**src/rtl/inst_prefetch_pkg.sv**
```systemverilog
// Shared definitions for the instruction prefetch block and its bench.
//   NOP_INSTR      : bubble word presented to fetch when nothing is queued.
//   DEFAULT_DEPTH  : default FIFO depth (power of two, >= 2).
//   DEFAULT_ROM_AW : default ROM word-address width.
//   fetch_entry_t  : one queued {pc, instr} pair (64 bits).
//   align_word()   : clears the byte-offset bits of an address.
package inst_prefetch_pkg;

    localparam logic [31:0] NOP_INSTR      = 32'h0000_0013;
    localparam int          DEFAULT_DEPTH  = 4;
    localparam int          DEFAULT_ROM_AW = 8;

    typedef struct packed {
        logic [31:0] pc;
        logic [31:0] instr;
    } fetch_entry_t;

    // Word-align a byte address; misaligned low bits are dropped.
    function automatic logic [31:0] align_word(input logic [31:0] addr);
        return addr & 32'hFFFF_FFFC;
    endfunction

endpackage

```
**src/rtl/inst_prefetch_fifo.sv**
```systemverilog
// prefetch_fifo: synchronous FIFO of {pc, instr} entries for the prefetcher.
// Ports:
//   clk, rst       : clock, asynchronous active-high reset
//   push/push_data : write one entry at the end of the cycle
//   pop            : drop the head entry at the end of the cycle
//   flush          : empty the FIFO; dominates push and pop
//   count          : number of valid entries (0..DEPTH)
//   head           : oldest entry (meaningful only when count != 0)
module prefetch_fifo
    import inst_prefetch_pkg::*;
#(
    parameter int DEPTH = DEFAULT_DEPTH,
    localparam int PW   = $clog2(DEPTH),
    localparam int CW   = PW + 1
) (
    input  logic          clk,
    input  logic          rst,
    input  logic          push,
    input  logic          pop,
    input  logic          flush,
    input  fetch_entry_t  push_data,
    output logic [CW-1:0] count,
    output fetch_entry_t  head
);

    fetch_entry_t  mem_q [DEPTH];
    logic [PW-1:0] rd_ptr_q, rd_ptr_d;
    logic [PW-1:0] wr_ptr_q, wr_ptr_d;
    logic [CW-1:0] count_q, count_d;
    logic          do_push_s;
    logic          do_pop_s;

    // Pointer and occupancy next-state; full/empty guards keep state sane
    // even if a caller misbehaves.
    always_comb begin
        do_push_s = push && !flush && (count_q != CW'(DEPTH));
        do_pop_s  = pop  && !flush && (count_q != {CW{1'b0}});
        if (flush) begin
            rd_ptr_d = {PW{1'b0}};
            wr_ptr_d = {PW{1'b0}};
            count_d  = {CW{1'b0}};
        end else begin
            if (do_push_s) begin
                wr_ptr_d = wr_ptr_q + PW'(1);
            end else begin
                wr_ptr_d = wr_ptr_q;
            end
            if (do_pop_s) begin
                rd_ptr_d = rd_ptr_q + PW'(1);
            end else begin
                rd_ptr_d = rd_ptr_q;
            end
            count_d = count_q + CW'(do_push_s) - CW'(do_pop_s);
        end
    end

    // Storage and pointer registers.
    always_ff @(posedge clk or posedge rst) begin
        if (rst) begin
            rd_ptr_q <= {PW{1'b0}};
            wr_ptr_q <= {PW{1'b0}};
            count_q  <= {CW{1'b0}};
            for (int i = 0; i < DEPTH; i++) begin
                mem_q[i] <= fetch_entry_t'(64'h0);
            end
        end else begin
            rd_ptr_q <= rd_ptr_d;
            wr_ptr_q <= wr_ptr_d;
            count_q  <= count_d;
            if (do_push_s) begin
                mem_q[wr_ptr_q] <= push_data;
            end
        end
    end

    assign count = count_q;
    assign head  = mem_q[rd_ptr_q];

endmodule

```
**src/rtl/inst_prefetch.sv**
```systemverilog
// inst_prefetch: runs the ROM address ahead of fetch and queues returned
// words with their PCs, presenting one instruction per cycle.
// Ports:
//   clk, rst        : CPU clock, asynchronous active-high reset
//   rom_address     : ROM word address (fetch_pc[ROM_AW+1:2])
//   rom_data        : ROM word, valid one cycle after its address
//   redirect        : taken branch/jump; flushes and restarts at target
//   redirect_target : byte target address (low two bits ignored)
//   stall           : hold the head instruction
//   valid/instr/pc  : head instruction; NOP_INSTR / 0 when not valid
// Optional feature macro: PREFETCH_BYPASS_EN forwards the arriving ROM word
// straight to the outputs when the FIFO is empty (one cycle less latency).
module inst_prefetch
    import inst_prefetch_pkg::*;
#(
    parameter int DEPTH  = DEFAULT_DEPTH,
    parameter int ROM_AW = DEFAULT_ROM_AW
) (
    input  logic              clk,
    input  logic              rst,
    output logic [ROM_AW-1:0] rom_address,
    input  logic [31:0]       rom_data,
    input  logic              redirect,
    input  logic [31:0]       redirect_target,
    input  logic              stall,
    output logic              valid,
    output logic [31:0]       instr,
    output logic [31:0]       pc
);

    localparam int CW = $clog2(DEPTH) + 1;

    logic [31:0]   fetch_pc_q, fetch_pc_d;
    logic          inf_q, inf_d;
    logic [31:0]   inf_pc_q, inf_pc_d;
    logic [CW-1:0] fifo_count_s;
    fetch_entry_t  fifo_head_s;
    fetch_entry_t  push_data_s;
    logic          fifo_push_s;
    logic          fifo_pop_s;
    logic          pop_s;
    logic          bypass_s;
    logic          issue_s;
    logic [CW:0]   credit_s;

    // Output selection, pop/push steering, credit check and issue/redirect
    // next-state.
    always_comb begin
`ifdef PREFETCH_BYPASS_EN
        bypass_s = (fifo_count_s == {CW{1'b0}}) && inf_q;
`else
        bypass_s = 1'b0;
`endif
        if (fifo_count_s != {CW{1'b0}}) begin
            valid = 1'b1;
            instr = fifo_head_s.instr;
            pc    = fifo_head_s.pc;
        end else if (bypass_s) begin
            valid = 1'b1;
            instr = rom_data;
            pc    = inf_pc_q;
        end else begin
            valid = 1'b0;
            instr = NOP_INSTR;
            pc    = 32'h0;
        end

        pop_s       = valid && !stall;
        fifo_pop_s  = pop_s && !bypass_s;
        // A forwarded word consumed this cycle never needs storage.
        fifo_push_s = inf_q && !(bypass_s && pop_s);
        push_data_s = '{pc: inf_pc_q, instr: rom_data};

        // Occupancy after this cycle's push/pop; an issue now must still
        // have a free slot when its word lands next cycle.
        credit_s = {1'b0, fifo_count_s} + (CW+1)'(inf_q) - (CW+1)'(pop_s);
        issue_s  = !redirect && (credit_s < (CW+1)'(DEPTH));

        if (redirect) begin
            fetch_pc_d = align_word(redirect_target);
            inf_d      = 1'b0;
            inf_pc_d   = inf_pc_q;
        end else if (issue_s) begin
            fetch_pc_d = fetch_pc_q + 32'd4;
            inf_d      = 1'b1;
            inf_pc_d   = fetch_pc_q;
        end else begin
            fetch_pc_d = fetch_pc_q;
            inf_d      = 1'b0;
            inf_pc_d   = inf_pc_q;
        end
    end

    // Fetch PC and in-flight tracking registers.
    always_ff @(posedge clk or posedge rst) begin
        if (rst) begin
            fetch_pc_q <= 32'h0;
            inf_q      <= 1'b0;
            inf_pc_q   <= 32'h0;
        end else begin
            fetch_pc_q <= fetch_pc_d;
            inf_q      <= inf_d;
            inf_pc_q   <= inf_pc_d;
        end
    end

    assign rom_address = fetch_pc_q[ROM_AW+1:2];

    prefetch_fifo #(
        .DEPTH (DEPTH)
    ) u_fifo (
        .clk       (clk),
        .rst       (rst),
        .push      (fifo_push_s),
        .pop       (fifo_pop_s),
        .flush     (redirect),
        .push_data (push_data_s),
        .count     (fifo_count_s),
        .head      (fifo_head_s)
    );

endmodule

```
**config.mk**
```make
export PLATFORM = sky130hd
export DESIGN_NAME = inst_prefetch
export DESIGN_NICKNAME = d
export VERILOG_FILES = /design/src/rtl/inst_prefetch_pkg.sv /design/src/rtl/inst_prefetch_fifo.sv /design/src/rtl/inst_prefetch.sv
export SDC_FILE = /design/constraint.sdc
export NUM_CORES = 1
export LEC_CHECK = 0
export CAP_MARGIN = 30
export CORE_MARGIN = 5
export CORE_UTILIZATION = 30
export DETAILED_ROUTE_END_ITERATION = 8
export PLACE_DENSITY = 0.58
export SLEW_MARGIN = 20
export SYNTH_ARGS = -nofsm -noshare
export SYNTH_HDL_FRONTEND = slang
export SYNTH_SLANG_ARGS = --single-unit
export TNS_END_PERCENT = 50
```
**constraint.sdc**
```tcl
create_clock -name clk -period 19.8 [get_ports clk]
set_input_delay 3.96 -clock clk [delete_from_list [all_inputs] [get_ports clk]]
set_output_delay 3.96 -clock clk [all_outputs]
set_load 0.01 [all_outputs]
```
* After elaboration in Yosys (flattened, before gate mapping) *
Cells that the tools add are included.

cells by class
  add/sub/neg operators = 7
  $lt $le $gt $ge = 4
  equality and inequality tests = 1
  muxes and demuxes = 18
  bitwise gates (word level) = 3
  reductions and logical operators = 14

operators by type and width
  operator                 count
  $bwmux W256              1
  $mux W64                 3
  $bmux W64 S2             1
  $demux W64 S2            1
  $mux W32                 4
  $add A32 B3 Y32 const B  1
  $mux W2                  4
  $logic_and A1 B1 Y1      7
  $ge A3 B3 Y1 const B     2
  $not A2 Y3               2
  $reduce_bool A2 Y1       3
  $add A2 B1 Y2 const B    2
  $add A3 B1 Y4            1
  $lt A4 B3 Y1 const B     1
  $sub A4 B1 Y4            1
  $add A3 B1 Y3            1
  $lt A3 B1 Y1 const B     1
  $mux W1                  3
  $mux W3                  1
  $ne A3 B3 Y1 const B     1
  $reduce_bool A3 Y1       1
  $sub A3 B1 Y3            1
  $logic_not A1 Y1         2
  $reduce_and A2 Y1        1
  $not A1 Y1               1

word-level totals
  register bits = 328
  input bits = 68

* Logic depth before layout (Yosys ltp) *
Gate-level depths: netlist (run 1).

  depth in word-level cells = 8
  mapped depth = 11
  gate-level depth less buffers = 10

* Cells and area by module *
A second synthesis (run 1) with hierarchy kept.

second synthesis, totals
  cell total of the unflattened synthesis = 1019
  area total of the unflattened synthesis = 16040.4 um^2

modules (own cells, without submodules)
  module         instances  cells each  area an instance (um^2)  seq. area each (um^2)
  prefetch_fifo  1          661         12438.2                  6581.3
  inst_prefetch  1          358         3602.2                   1526.5

* Worst setup path after synthesis (run 1) *
Ideal clock, no wire load.

  path kind = input port to flip-flop
  start point = input stall
  end point = register fetch_pc_q[17]
  setup time = 125 ps
  data arrival time = 6125 ps
  slack = 13550 ps
  cell stages on the path = 9
  cells stage by stage = nor2_1 > ha_1 > inv_1 > ha_1 > and3b_1 > or4_4 > a2111oi_1 > xor2_1 > mux2_2

on the way
  word-level cells in the longest chain between the ends = 6

ends and longest elaborated chain
  element                              RTL line              source
  start, declared                      inst_prefetch.sv:25   input logic stall,
  $logic_not A1 Y1                     inst_prefetch.sv:68   pop_s = valid && !stall;
  $logic_and A1 B1 Y1                  inst_prefetch.sv:68
  $sub A4 B1 Y4                        inst_prefetch.sv:76   credit_s = {1'b0, fifo_count_s} + (CW+1)'(inf_q) - (CW+1)'(pop_s);
  $lt A4 B3 Y1                         inst_prefetch.sv:77   issue_s = !redirect && (credit_s < (CW+1)'(DEPTH));
  $logic_and A1 B1 Y1                  inst_prefetch.sv:77
  $reduce_bool A2 Y1 (no source line)  -
  end signal, assigned                 inst_prefetch.sv:101  fetch_pc_q <= fetch_pc_d;
  end, declared                        inst_prefetch.sv:33   logic [31:0] fetch_pc_q, fetch_pc_d;

Every way passes these cells.
A chain may end at the register's enable or synchronous reset.

* Final worst setup path (run 1) *
  start point = register u_fifo.rd_ptr_q[1]
  end point = output instr[1]

on the way
  word-level cells in the longest chain between the ends = 5

ends and longest elaborated chain
  element                                       RTL line                  source
  start, declared                               inst_prefetch_fifo.sv:27  logic [PW-1:0] rd_ptr_q, rd_ptr_d;
  start signal, assigned                        inst_prefetch_fifo.sv:60  rd_ptr_q <= {PW{1'b0}};
  start signal, assigned                        inst_prefetch_fifo.sv:67  rd_ptr_q <= rd_ptr_d;
  $not A2 Y3 (not written as such)              inst_prefetch_fifo.sv:77  assign head = mem_q[rd_ptr_q];
  $bmux W64 S2                                  inst_prefetch_fifo.sv:77
  $mux W64 (not written as such) (2 in series)  inst_prefetch_fifo.sv:77
  $mux W32                                      inst_prefetch.sv:54       if (fifo_count_s != {CW{1'b0}}) begin
  end, declared                                 inst_prefetch.sv:27       output logic [31:0] instr,

Every way passes these cells. The select of a mux whose other input is x is not followed.

==> results of run 1 <==
==> final cells by class <==
type	count	area, µm²	area share [%]
Inverter	13	56.3	0.315
Tap cell	615	769	4.31
Timing Repair Buffer	152	1500	8.43
Sequential cell	316	7920	44.3
Multi-Input combinational cell	603	6320	35.4
Clock inverter	14	179	1.00
Clock buffer	54	1100	6.17
==> worst register-to-register path, stage by stage (launching register included) <==
cell and delay, ns:
dfrtp_1 0.45, nor3_2 0.38, buf_4 0.65, nor2_1 0.20
ha_1 0.24, inv_1 0.05, ha_1 0.21, and3b_1 0.22
nor4_4 0.73, nor2_1 0.26, buf_4 0.26, or4_1 0.50
a31oi_1 0.16
==> cells in the final DEF (no fill, tap or decap), types with 5 or more instances in the layout <==
master           synthesis  routed
a2111oi_1                5       5
buf_4                   10      13
clkbuf_1                22       7
clkbuf_16                0      38
clkbuf_8                 0       9
clkdlybuf4s50_1          0     135
clkinv_2                 0       7
dfrtp_1                316     314
ha_1                    10      10
inv_1                   12      11
mux2_2                 282     282
mux4_2                  62      62
nand2_1                 33      29
nand3_1                 14      14
nand4_1                  5       5
nor2_1                  16      16
nor2b_1                 63      63
o2111ai_1                6       6
o211ai_1                 6       6
o21ai_0                 20      20
or4_1                    9       9
xnor2_1                  8       8
xor2_1                  17      17
==> power groups by stage <==
stage	sequential, µW	combinational [µW]	clock (µW)
detailed placement	1050	977	0
global placement	1040	958	0
finish	1040	954	707
global route	1070	1050	757
floorplan	978	662	0
CTS	1040	980	732
==> metrics by stage <==
step	hold WS (ns)	instances	util [%]	area (µm²)	power (µW)
floorplan	0.474	1001	-	14600	1640
global placement	0.482	1696	34.5	16500	2000
detailed placement	0.487	1697	34.5	16500	2030
CTS	0.501	1765	37.1	17800	2750
global route	0.509	1767	37.2	17800	2870
finish	0.497	1767	37.2	17800	2700
==> path summary, 6_finish.rpt <==
path                       slack [ns]            endpoint  cells past startpoint
hold / removal                   0.50   u_fifo.mem_q[143]                      1
max in group asynchronous       13.97  u_fifo.rd_ptr_q[0]                      5
setup / recovery                12.35            instr[1]                      4
setup reg to reg                15.42      fetch_pc_q[30]                     12
min in group asynchronous        3.92    u_fifo.mem_q[89]                      2
hold reg to reg                  0.50   u_fifo.mem_q[143]                      1
==> flip-flops by register name, summed over array words and instances (netlist names) <==
| name | flops |
|---|---|
| u_fifo.wr_ptr_q | 2 |
| fifo_push_s | 1 |
| inf_pc_q | 30 |
| u_fifo.count | 3 |
| u_fifo.rd_ptr_q | 2 |
| u_fifo.mem_q | 248 |
| fetch_pc_q | 30 |
==> kinds of logic after synthesis <==
kind of cell	share of synthesized area (%)
AOI/OAI and AO/OA	2.44
DFF	54.3
muxes	31.6
buffers and inverters	2.64
other	0.0257
adders and majority gates	0.996
and+or+nand+nor	6.57
xor gates and xnor gates	1.50
==> per-layer routing <==
| metal | up-vias | global-route usage, % | routed length (µm) |
|---|---|---|---|
| li1 | 3896 | - | - |
| met1 | 4535 | 18.0 | 15800 |
| met2 | 160 | 22.1 | 16700 |
| met3 | 49 | 2.54 | 1380 |
| met4 | 0 | 3.59 | 705 |
| met5 | - | 0 | 0 |
==> results.toml, run 1 <==
[clock_tree]
post_cts_buffers = 0
cts_tree = "done"
numCtsBuffers = 38
cts_hold_buf = 0
cts_sinks = 316
cts_root_buffer = "clkbuf_16"
post_cts_resized = 0
cts.path.max_buffers = 3
insertion_delay_ns = 0.55
clk_pin_slew_ns = 0.06
htree_levels = 2

[power_and_ir_drop]
power.density_nw_per_um2 = 151
p_sw_share_pct = 30.8
seqPwrFrac_pct = 38.5
leakagePower_uw = 0.00771
clock_power_share_pct = 26.2
combinationalPowerShare_pct = 35.4
p_int_uw = 1870
ir_worst_vdd_mv = 0.0641
p_sw_uw = 831

[logic_synthesis]
netlist_top_cells_count = "dfrtp_1 (316), mux2_2 (282), nor2b_1 (63)"
synth_area_um2 = 14600
ys.flop_type = "dfrtp_1"
ys_warn_count = 0
ys_ff_latch = 316
yosysSeqAreaShare_pct = 54.3
synthTopCellsByArea = "dfrtp_1 (54%), mux2_2 (22%), mux4_2 (9.6%)"
ys_types = 43
synth_edf_count = 0
synth_top_area_cell = "dfrtp_1"
avgSynthCellArea_um2 = 14.6
synth.most_common_cell = "dfrtp_1"
synth_cells = 1000
ys_async_sr_fraction_pct = 100
synth_top_area_share_pct = 54.3

[timing]
fmaxAchievable_mhz = 134
setup_ws_ns = 12.35
slew_headroom_pct = 42.7
period_needed_ns = 7.45
drv_slew = 0
min_period_over_period_pct = 37.6
skew_ns = 0.0218
rsz0062_at_grt = "no"
finalHoldViolCount = 0
final.setup.tns_ns = 0
setup_viol = 0
worst_slew_pin_slew_ns = 0.853

[setup_path]
criticalPathCategory = "flip-flop to primary output"
endpoint_kind = "primary output"
cpMaxStageDelayCell = "dfrtp_4"
cp-start-kind = "flip-flop"
worstPathMaxFanout = 37
crit_path_max_incr_delay_ns = 0.84
cp_cell_sequence = "buf_4, mux4_2, or2_2, clkdlybuf4s50_1"
r2r_start = "u_fifo.count[1]"
cp.arrival_ns = 3.49
cp_top_family = "buffers and inverters"
cp.required_ns = 15.84
path_buf_inv = 2
crit_path_start = "u_fifo.rd_ptr_q[1]"

[floorplan]
io_pins = 141
fp.dieH_um = 230
core-area_um2 = 47900
dieArea_um2 = 53100
die_width_um = 230
start_util_pct = 30.4
row_count = 80

[drt]
first_iter_violations = 306
wl_per_cell_um = 19.6
ant_nets = 0
num_vias = 8640
dr.pass1.iters = 4
avgViaCountPerCell = 4.89
wirelength_mm = 34.5
drc = 0

[job]
maxCapViolations = 0

[global_route]
grt.overflow.total = 0
grt_max_degree = 91
antenna_found_initial = 0
grt_pass1_vias = 9650
grt_util_all_layers_pct = 13.3
grt_pass1_wl_mm = 56.5

[layout]
diodes = 0
finalNetCount = 1203
synthToLayoutAreaGrowth_pct = 22.5
fillers = 4612
drive_gt1_share_pct = 38.3

[worst_hold_path]
min-delay-path-class = "flip-flop to flip-flop"
hold_start = "u_fifo.mem_q[143]"

[placement]
portBuffers = 136
dpl.hpwl_mm = 21.5
gp_congestion = 0.728
dp_slack_ns = 12.31

[status]
status = "completed"
No activity file was read; power rests on OpenSTA's default activity.
==> inputs of run 2 (changes only) <==
- PLACE_DENSITY: 0.58 -> 0.6
- clock period: 19.8 -> 6.1 ns (I/O delays scaled with it)
==> results.toml, run 2 (synthesized netlist as in run 1, its figures left out) <==
[status]
status = "completed"

[layout]
instances_no_fill = 1763
finalNetCount = 1200
multi_input_area_um2 = 6320
drive_gt1_share_pct = 38.0
top_register = "u_fifo.mem_q"
largest_reg_flops = 248
seq_area_um2 = 7920
layout_common_cells = "dfrtp_1 (314), mux2_2 (282), clkdlybuf4s50_1 (135)"
diodes = 0
layout_commonest_cell = "dfrtp_1"
synthToLayoutAreaGrowth_pct = 22.4
post-route-util_pct = 37.2
largestRegisters = "u_fifo.mem_q: 248 flops, fetch_pc_q: 30 flops, inf_pc_q: 30 flops"
fillers = 4610

[clock_tree]
clk_pin_slew_ns = 0.06
htree_levels = 2
cts_tree = "done"
cts_hold_buf = 0
insertion_delay_ns = 0.54
cts_root_buffer = "clkbuf_16"
numCtsBuffers = 38
post_cts_buffers = 0
post_cts_resized = 0
cts_sinks = 316
cts.path.max_buffers = 3

[drt]
dr.pass1.iters = 4
ant_nets = 0
avgViaCountPerCell = 4.90
first_iter_violations = 313
drc = 0
wl_per_cell_um = 19.3
wirelength_mm = 34.0
num_vias = 8647

[power_and_ir_drop]
combinationalPowerShare_pct = 34.9
leakagePower_uw = 0.00769
clock_power_share_pct = 26.1
power.density_nw_per_um2 = 489
seqPwrFrac_pct = 39.0
p_int_uw = 6070
ir_worst_vdd_mv = 0.331
p_sw_share_pct = 30.5
p_sw_uw = 2660

[timing]
fmaxAchievable_mhz = 231
slew_headroom_pct = 37.7
final.setup.tns_ns = 0
period_needed_ns = 4.34
min_period_over_period_pct = 71.1
drv_slew = 0
worst_slew_pin_slew_ns = 0.931
finalHoldViolCount = 0
skew_ns = 0.0268
setup_viol = 0
rsz0062_at_grt = "no"

[floorplan]
row_count = 80
start_util_pct = 30.4
die_width_um = 230
core-area_um2 = 47900
io_pins = 141
dieArea_um2 = 53100
fp.dieH_um = 230

[setup_path]
cp.arrival_ns = 3.12
cp.required_ns = 4.88
endpoint_kind = "primary output"
criticalPathCategory = "flip-flop to primary output"
crit_path_start = "u_fifo.rd_ptr_q[0]"
cp-start-kind = "flip-flop"
worstPathMaxFanout = 39
r2r_start = "u_fifo.count[1]"

[global_route]
grt_max_degree = 188
grt_pass1_wl_mm = 55.1
antenna_found_initial = 0
grt_util_all_layers_pct = 13.0
grt_pass1_vias = 9518
grt.overflow.total = 0

[placement]
portBuffers = 136
dpl.hpwl_mm = 21.0
dpl.cell_count = 1694
gp_congestion = 0.752

[worst_hold_path]
hold_start = "u_fifo.mem_q[135]"
min-delay-path-class = "flip-flop to flip-flop"

[job]
maxCapViolations = 0
run 2: cell count changes in the layout (fill, tap and decap cells not counted), sizes merged:
cell	change
clkbuf	-1
bufinv	+1
buf	-3
inv	-1
clkinv	-2
clkinvlp	+2
run 2: area by class of cell:
type,instances,area share [%]
flip-flops and latches,316,44.4
multi-input cells,603,35.4
repair buffers,149,8.51
clock buffers,53,6.10
well taps,615,4.31
clock inverters,14,0.989
inverters,13,0.294
run 2: path summary, 6_finish.rpt:
kind / slack [ns] / depth (start not counted) / endpoint
hold / removal: 0.50 / 1 / u_fifo.mem_q[135]
min in group asynchronous: 0.96 / 2 / u_fifo.mem_q[91]
max in group asynchronous: 3.87 / 4 / u_fifo.rd_ptr_q[1]
hold reg to reg: 0.50 / 1 / u_fifo.mem_q[135]
setup reg to reg: 2.62 / 10 / fetch_pc_q[30]
setup / recovery: 1.76 / 4 / pc[20]
run 2: per-layer routing:
metal  vias up  global-route usage (%)  part of all wire, %
met3        40                    2.63                  4.1
met2       180                    21.5                   49
met1      4522                    17.4                   45
met5         -                       0                    0
met4         0                    3.53                  1.7
li1       3905                       -                    -
run 2: power groups by stage:
stage,Sequential (µW),Combinational (µW),Clock (µW)
finish,3400,3050,2280
CTS,3430,3100,2370
global route,3510,3320,2450
floorplan,3170,2150,0
global placement,3420,3030,0
detailed placement,3460,3090,0
run 2: metrics by stage:
stage	total power (µW)	worst slack (ns)	hold slack (ns)	instance area (µm²)
CTS	8900	1.44	0.501	17800
global placement	6450	1.45	0.482	16500
finish	8730	1.76	0.498	17800
detailed placement	6550	1.46	0.488	16500
floorplan	5320	0.669	0.474	14600
global route	9280	1.58	0.511	17800
run 2: worst max-delay path, stage by stage, from the launching register on:
cell	delay [ns]
dfrtp_4	0.89
buf_4	0.52
mux4_2	0.28
nor2b_1	0.27
clkdlybuf4s50_1	0.60
